File: src/rtl/uart_pkg.sv
// Shared types and constants for the UART receive path.
package uart_pkg;

  typedef enum logic [1:0] {
    IDLE,
    START,
    DATA,
    STOP
  } rx_state_t;

  localparam int   DATA_BITS  = 8;
  localparam logic STOP_LEVEL = 1'b1;

endpackage

File: src/rtl/uart_receiver_sync2.sv
// Two-flop synchronizer for an asynchronous single-bit input; resets to 1 so an
// idle-high line is not seen as a start edge while coming out of reset.
module sync2 (
  input  logic clk,
  input  logic rstn,
  input  logic d_i,
  output logic q_o
);

  logic meta_q;
  logic sync_q;

  always_ff @(posedge clk or negedge rstn) begin
    if (!rstn) begin
      meta_q <= 1'b1;
      sync_q <= 1'b1;
    end else begin
      meta_q <= d_i;
      sync_q <= meta_q;
    end
  end

  assign q_o = sync_q;

endmodule

File: src/rtl/uart_receiver.sv
// 8N1 UART byte receiver: mid-bit sampling driven by a half-bit counter,
// one-cycle valid strobe when a frame with a good stop bit completes.
module uart_receiver
  import uart_pkg::*;
#(
  parameter int RECEIVER_PERIOD = 646
) (
  input  logic       clk,
  input  logic       rstn,
  input  logic       in,
  output logic [7:0] out,
  output logic       valid
);

  localparam int CNT_W = $clog2(2 * RECEIVER_PERIOD) + 1;
  localparam int IDX_W = $clog2(DATA_BITS);

  localparam logic [CNT_W-1:0] HALF_LAST = CNT_W'(RECEIVER_PERIOD - 1);
  localparam logic [CNT_W-1:0] FULL_LAST = CNT_W'(2 * RECEIVER_PERIOD - 1);
  localparam logic [IDX_W-1:0] IDX_LAST  = IDX_W'(DATA_BITS - 1);

  logic in_s;

  rx_state_t            state_q, state_d;
  logic [CNT_W-1:0]     cnt_q,   cnt_d;
  logic [IDX_W-1:0]     idx_q,   idx_d;
  logic [DATA_BITS-1:0] shift_q, shift_d;
  logic [7:0]           out_q,   out_d;
  logic                 valid_q, valid_d;

  sync2 u_sync_in (
    .clk  (clk),
    .rstn (rstn),
    .d_i  (in),
    .q_o  (in_s)
  );

  always_ff @(posedge clk or negedge rstn) begin
    if (!rstn) begin
      state_q <= IDLE;
      cnt_q   <= '0;
      idx_q   <= '0;
      shift_q <= '0;
      out_q   <= '0;
      valid_q <= 1'b0;
    end else begin
      state_q <= state_d;
      cnt_q   <= cnt_d;
      idx_q   <= idx_d;
      shift_q <= shift_d;
      out_q   <= out_d;
      valid_q <= valid_d;
    end
  end

  always_comb begin
    state_d = state_q;
    cnt_d   = cnt_q;
    idx_d   = idx_q;
    shift_d = shift_q;
    out_d   = out_q;
    valid_d = 1'b0;

    case (state_q)
      IDLE: begin
        cnt_d = '0;
        if (!in_s) begin
          state_d = START;
        end
      end

      // A start bit that is high again at its midpoint was a glitch.
      START: begin
        if (cnt_q == HALF_LAST) begin
          cnt_d = '0;
          if (in_s) begin
            state_d = IDLE;
          end else begin
            state_d = DATA;
            idx_d   = '0;
          end
        end else begin
          cnt_d = cnt_q + CNT_W'(1);
        end
      end

      DATA: begin
        if (cnt_q == FULL_LAST) begin
          cnt_d          = '0;
          shift_d[idx_q] = in_s;
          idx_d          = idx_q + IDX_W'(1);
          if (idx_q == IDX_LAST) begin
            state_d = STOP;
          end
        end else begin
          cnt_d = cnt_q + CNT_W'(1);
        end
      end

      // A low stop bit is a framing error: the byte is dropped silently.
      STOP: begin
        if (cnt_q == FULL_LAST) begin
          cnt_d   = '0;
          state_d = IDLE;
          if (in_s == STOP_LEVEL) begin
            out_d   = shift_q;
            valid_d = 1'b1;
          end
        end else begin
          cnt_d = cnt_q + CNT_W'(1);
        end
      end

      default: begin
        state_d = IDLE;
        cnt_d   = '0;
      end
    endcase
  end

  assign out   = out_q;
  assign valid = valid_q;

endmodule

File: config.mk
export PLATFORM = sky130hd
export DESIGN_NAME = uart_receiver
export DESIGN_NICKNAME = d
export VERILOG_FILES = /design/src/rtl/uart_pkg.sv /design/src/rtl/uart_receiver_sync2.sv /design/src/rtl/uart_receiver.sv
export SDC_FILE = /design/constraint.sdc
export NUM_CORES = 1
export LEC_CHECK = 0
export CORE_ASPECT_RATIO = 0.7
export CORE_UTILIZATION = 23
export DETAILED_ROUTE_END_ITERATION = 16
export MAX_ROUTING_LAYER = met4
export PLACE_DENSITY_LB_ADDON = 0.2
export REMOVE_ABC_BUFFERS = 1
export SETUP_SLACK_MARGIN = 0.15
export SLEW_MARGIN = 20
export SYNTH_ARGS = -nofsm -noshare
export SYNTH_HDL_FRONTEND = slang
export SYNTH_SLANG_ARGS = --single-unit
File: constraint.sdc
create_clock -name clk -period 1.8 [get_ports clk]
set_input_delay 0.18 -clock clk [delete_from_list [all_inputs] [get_ports clk]]
set_output_delay 0.18 -clock clk [all_outputs]
set_load 0.02 [all_outputs]
==> out/metrics.csv, run 1 <==
metric;value;unit
setup_tns;0;ps
relSlewSlack;46.0;%
ff2ff_setup_slack;1;ps
endpoint_kind;flop;
htree_levels;2;
wl_per_cell;13.4;µm
startpoint_type;flop;
r2r_cells;5;
cts_tree;built;
ys_ff_latch;36;
initial_core_util;24.6;%
grt_max_degree;37;
hold_class;primary input to async pin;
root_buffer;clkbuf_8;
drv_cap;0;
ys.flop_type;dfrtp_1;
cp_top_family;simple AND/OR/NAND/NOR gates;
drive_gt1_share;39.8;%
gp_congestion;0.770;
io_buffers;11;
status;finished, violations left;
worst-path-buf-inv;0;
synth_top_area_share;49.4;%
fin_crit_sh;99.9;%
worstPathArrival;1970;ps
clockBufferDepth;2;
diodes;0;
cp_cell_sequence;ha_1 -> and3b_2 -> nand4_4 -> nor4b_2 -> mux2_2;
hold_ws;-26.4;ps
final_net_count;183;
clkSlewWorstSetupHoldPaths;80;ps
final-setup-viol-count;0;
worstPathRequired;1970;ps
die_area;7850;µm²
drt-initial-drc-count;44;
drc_errors;0;
worstReg2RegEnd;shift_q[2];
yosysTopAreaCell;dfrtp_1;
total_power;1.46;mW
yosysWarnings;0;
hold_violations;29;
critPathKind;flop to flop;
firstDrtPassIters;4;
slew_viol_final;0;
skew;10.3;ps
cts_buffers;5;
synthToLayoutAreaGrowth;34.0;%
insertion_delay;290;ps
violations;hold timing;
worst_slew_pin_slew;811;ps
final_cell_mix;dfrtp_1 (34), buf_4 (20), nor2_1 (15);
antenna_found_initial;0;
boundaryPins;12;
grt_overflow;0;
synthArstFlopShare;100;%
syn-instance-count;144;
drtAntennaViolNets;0;
fmax;556;MHz
synth_edf_count;0;
r2r-start;cnt_q[0];
slowest_stage;dfrtp_1;
vias;1180;
holdBufCountCts;0;
ir_worst_vdd;293;µV
chipWidth;105;µm
fin_crit;1800;ps
p_per_area;634;nW/µm²
power_leakage;1.00;nW
vias_per_cell;4.37;
die_h;74.4;µm
final_common_cell;dfrtp_1;
routed_wl;3630;µm
ys_types;35;
grt_pass1_wl;6280;µm
fin_util;32.9;%
num_rows;25;
grt_usage;11.1;%
first_global_vias;1172;
cts.sinks;36;
rsz0062_at_grt;true;
ys_seq_area_share;52.4;%
path_max_fanout;6;
synth_area_leaders;dfrtp_1 (49%), mux2_2 (11%), nor2_1 (3.5%), dfstp_2 (3.1%), ha_1 (2.9%);
core_area;7010;µm²
cpPeakStageDelay;400;ps
syn_avg_cell_area;12.0;µm²
netlist_area;1720;µm²
hpwlAfterDp;2400;µm
## stage by stage
stage	setup WS [ps]	cells	area, µm²
after floorplan	-17.1	136	1690
after global placement	-8.12	256	2020
after detailed placement	-93.7	256	2020
after CTS	0.683	269	2290
after global routing	-123	270	2310
final	0.987	270	2310
## layer usage
| layer | wire (µm) | global-route usage (%) | vias to the layer above |
|---|---|---|---|
| met2 | 1500 | 14.8 | 16 |
| met5 | 0 | - | - |
| met3 | 79 | 2.37 | 10 |
| li1 | - | - | 574 |
| met4 | 90 | 5.63 | 0 |
| met1 | 1960 | 15.6 | 580 |
## cell usage after synthesis, drive strengths merged (2+ instances only)
library cell / count
clkbuf: 4
nor4b: 3
and3b: 2
nand3: 8
dfrtp: 34
buf: 4
mux2: 17
nand4: 5
nor3: 5
xnor2: 5
xor2: 4
ha: 4
nand2: 5
nor3b: 2
and4: 3
dfstp: 2
a22o: 2
nor4: 3
inv: 3
nor2: 17
a21oi: 2
## how the worst max path moves through the flow
stage                 end  depth (start not counted)  slack, ps       from
5_1_grt        shift_q[4]                          5       -120   cnt_q[0]
4_1_cts        shift_q[2]                          5        0.7  cnt_q[11]
2_1_floorplan   cnt_q[10]                          5        -20   cnt_q[0]
6_report       shift_q[2]                          5          1   cnt_q[0]
3_3_place_gp       out[2]                          5         -8   cnt_q[0]
3_5_place_dp   shift_q[0]                          5        -90   cnt_q[0]
## kinds of logic after synthesis
family	share of synthesized area, %
AND/OR/NAND/NOR	22.9
buffers and inverters	2.76
multiplexers	11.1
XOR/XNOR	4.57
adder cells (fa/ha/maj)	2.90
AO/OA/AOI/OAI	3.34
flip-flops	52.4
## state kept, by name (all words and copies together) (netlist names), named ones only
name              count
idx_q                 3
u_sync_in.q_o         1
out                   8
cnt_q                12
state_q               1
shift_q               8
u_sync_in.meta_q      1
valid                 1
## timing repair
item                                   4_1_cts  5_1_grt
setup buffers                                5        1
setup endpoints to repair                   30       31
endpoints found under the hold margin        0        0
resized for setup                           22        6
cloned                                       1        0
pin swaps                                    7        2
## report_power, final
part | internal, mW | switching (mW)
Sequential | 0.813 | 0.00102
Clock | 0.341 | 0.284
Combinational | 0.00467 | 0.0189
## final cells by class
cell class | instances | area [µm²]
sequential | 36 | 903
fill | 724 | 4700
tap | 94 | 118
timing repair buffer | 33 | 287
multi-input combinational | 97 | 893
clock buffer | 7 | 96.3
inverter | 3 | 11.3
## worst reg2reg max path, cell delays in order, from the launching register on
cell and delay, ps:
dfrtp_1 400, ha_1 180, and3b_2 290, nand4_4 180
nor4b_2 270, mux2_2 360
Note: power is estimated with default switching activity, not from simulation.
==> inputs of run 2 (changes only) <==
--- a/config.mk
+++ b/config.mk
@@ -5,9 +5,11 @@
 export SDC_FILE = /design/constraint.sdc
 export NUM_CORES = 1
 export LEC_CHECK = 0
+export ABC_CLOCK_PERIOD_IN_PS = 1800
 export CORE_ASPECT_RATIO = 0.7
 export CORE_UTILIZATION = 23
 export DETAILED_ROUTE_END_ITERATION = 16
+export GPL_TIMING_DRIVEN = 0
 export MAX_ROUTING_LAYER = met4
 export PLACE_DENSITY_LB_ADDON = 0.2
 export REMOVE_ABC_BUFFERS = 1
==> run 2 against run 1 <==
Net effect:
- the flow now finishes without violations
- first-iteration DRC count increased by 25%
- critical endpoint is now shift_q[7]
- via count did not move
- fmax increased by 0.83%
- sequential power about the same
==> out/metrics.csv, run 2 (synthesized netlist as in run 1, its figures left out) <==
metric;value;unit
status;completed;
largest_reg_flops;12;
p_per_area;641;nW/µm²
root_buffer;clkbuf_8;
drv_cap;0;
path_max_fanout;4;
clockBufferDepth;2;
num_rows;25;
vias;1180;
chipWidth;105;µm
grt_pass1_wl;6030;µm
antenna_found_initial;0;
setup_ws;15.8;ps
hpwlAfterDp;2260;µm
endpoint_kind;flop;
fillers;715;
worstPathArrival;1950;ps
grt_usage;10.1;%
fin_crit;1780;ps
final-setup-viol-count;0;
insertion_delay;280;ps
slew_viol_final;0;
grt_max_degree;22;
cpPeakStageDelay;410;ps
pre_cts_slack;-590;ps
skew;12.3;ps
final_cell_mix;dfrtp_1 (29), nor2_1 (15), mux2_4 (12);
firstDrtPassIters;4;
fin_util;34.1;%
power_leakage;0.974;nW
vias_per_cell;4.44;
ir_worst_vdd;334;µV
grt_overflow;0;
routed_wl;3530;µm
startpoint_type;flop;
gp_congestion;0.759;
core_area;7010;µm²
boundaryPins;12;
die_area;7850;µm²
first_global_vias;1250;
relSlewSlack;68.1;%
final_net_count;178;
io_buffers;11;
die_h;74.4;µm
cts_tree;built;
worst-path-buf-inv;2;
hold_violations;0;
wl_per_cell;13.3;µm
drt-initial-drc-count;55;
worstPathRequired;1970;ps
drtAntennaViolNets;0;
cp_cell_sequence;nor4_4 -> buf_4 -> buf_12 -> and4_2 -> nand4_1 -> mux2_2;
regMostFlops;cnt_q;
worst_slew_pin_slew;478;ps
initial_core_util;24.6;%
htree_levels;2;
drive_gt1_share;41.3;%
diodes;0;
fin_crit_sh;99.1;%
fmax;560;MHz
rsz0062_at_grt;true;
cts_buffers;5;
clkSlewWorstSetupHoldPaths;80;ps
total_power;1.53;mW
slowest_stage;dfrtp_1;
synthToLayoutAreaGrowth;38.6;%
drc_errors;0;
final_common_cell;dfrtp_1;
critPathKind;flop to flop;
cp_top_family;simple AND/OR/NAND/NOR gates;
hold_class;primary input to flop;
cts.sinks;36;
==> run 2: cell count changes in the layout (fill, tap and decap cells not counted), sizes merged <==
| cell | delta |
|---|---|
| buf | -6 |
| bufinv | +1 |
| clkbuf | -1 |
| clkinv | +1 |
| dlygate4sd3 | +1 |
==> run 2: worst paths after layout <==
check,slack (ps),cells past startpoint,to,start
max,20,6,shift_q[7],cnt_q[11]
min,310,1,u_sync_in.meta_q,in
max reg2reg,20,6,shift_q[7],cnt_q[11]
min reg2reg,360,0,u_sync_in.q_o,u_sync_in.meta_q
max in group asynchronous,920,3,u_sync_in.q_o,rstn
min in group asynchronous,360,2,cnt_q[11],rstn
==> run 2: repair_timing <==
| action | CTS | global route |
|---|---|---|
| endpoints found under the setup margin | 31 | 31 |
| endpoints found under the hold margin | 15 | 0 |
| hold buffers | 1 | 0 |
| pin swaps | 9 | 4 |
| resized for setup | 26 | 14 |
| buffers inserted | 14 | 1 |
==> run 2: stage by stage <==
stage	area, µm²	hold WS [ps]	cells	setup TNS, ps
6_report	2390	311	266	0
5_1_grt	2390	289	266	-501
4_1_cts	2310	302	265	0
3_5_place_dp	1940	139	242	-10560
3_3_place_gp	1910	346	241	-16870
2_1_floorplan	1690	-116	136	-161
==> run 2: per-layer routing <==
metal  vias to the layer above  track usage, %  share of wire (%)
met5                         -               -                  0
met4                         0            4.23                1.3
met3                         2            1.84                1.7
met2                        11            15.9                 45
met1                       598            13.0                 52
li1                        569               -                  -
==> run 2: power breakdown <==
group	switching (mW)	internal (mW)
clock	0.274	0.411
combinational	0.0176	0.0107
sequential	0.00376	0.813
==> run 2: layout make-up <==
type                       instances  area (µm²)  area share, %
inverter                           3        11.3          0.472
timing repair buffer              28         297           12.4
clock inverter                     2        35.0           1.47
clock buffer                       6        72.6           3.04
sequential                        36         910           38.1
tap                               94         118           4.93
multi-input combinational         97         945           39.6
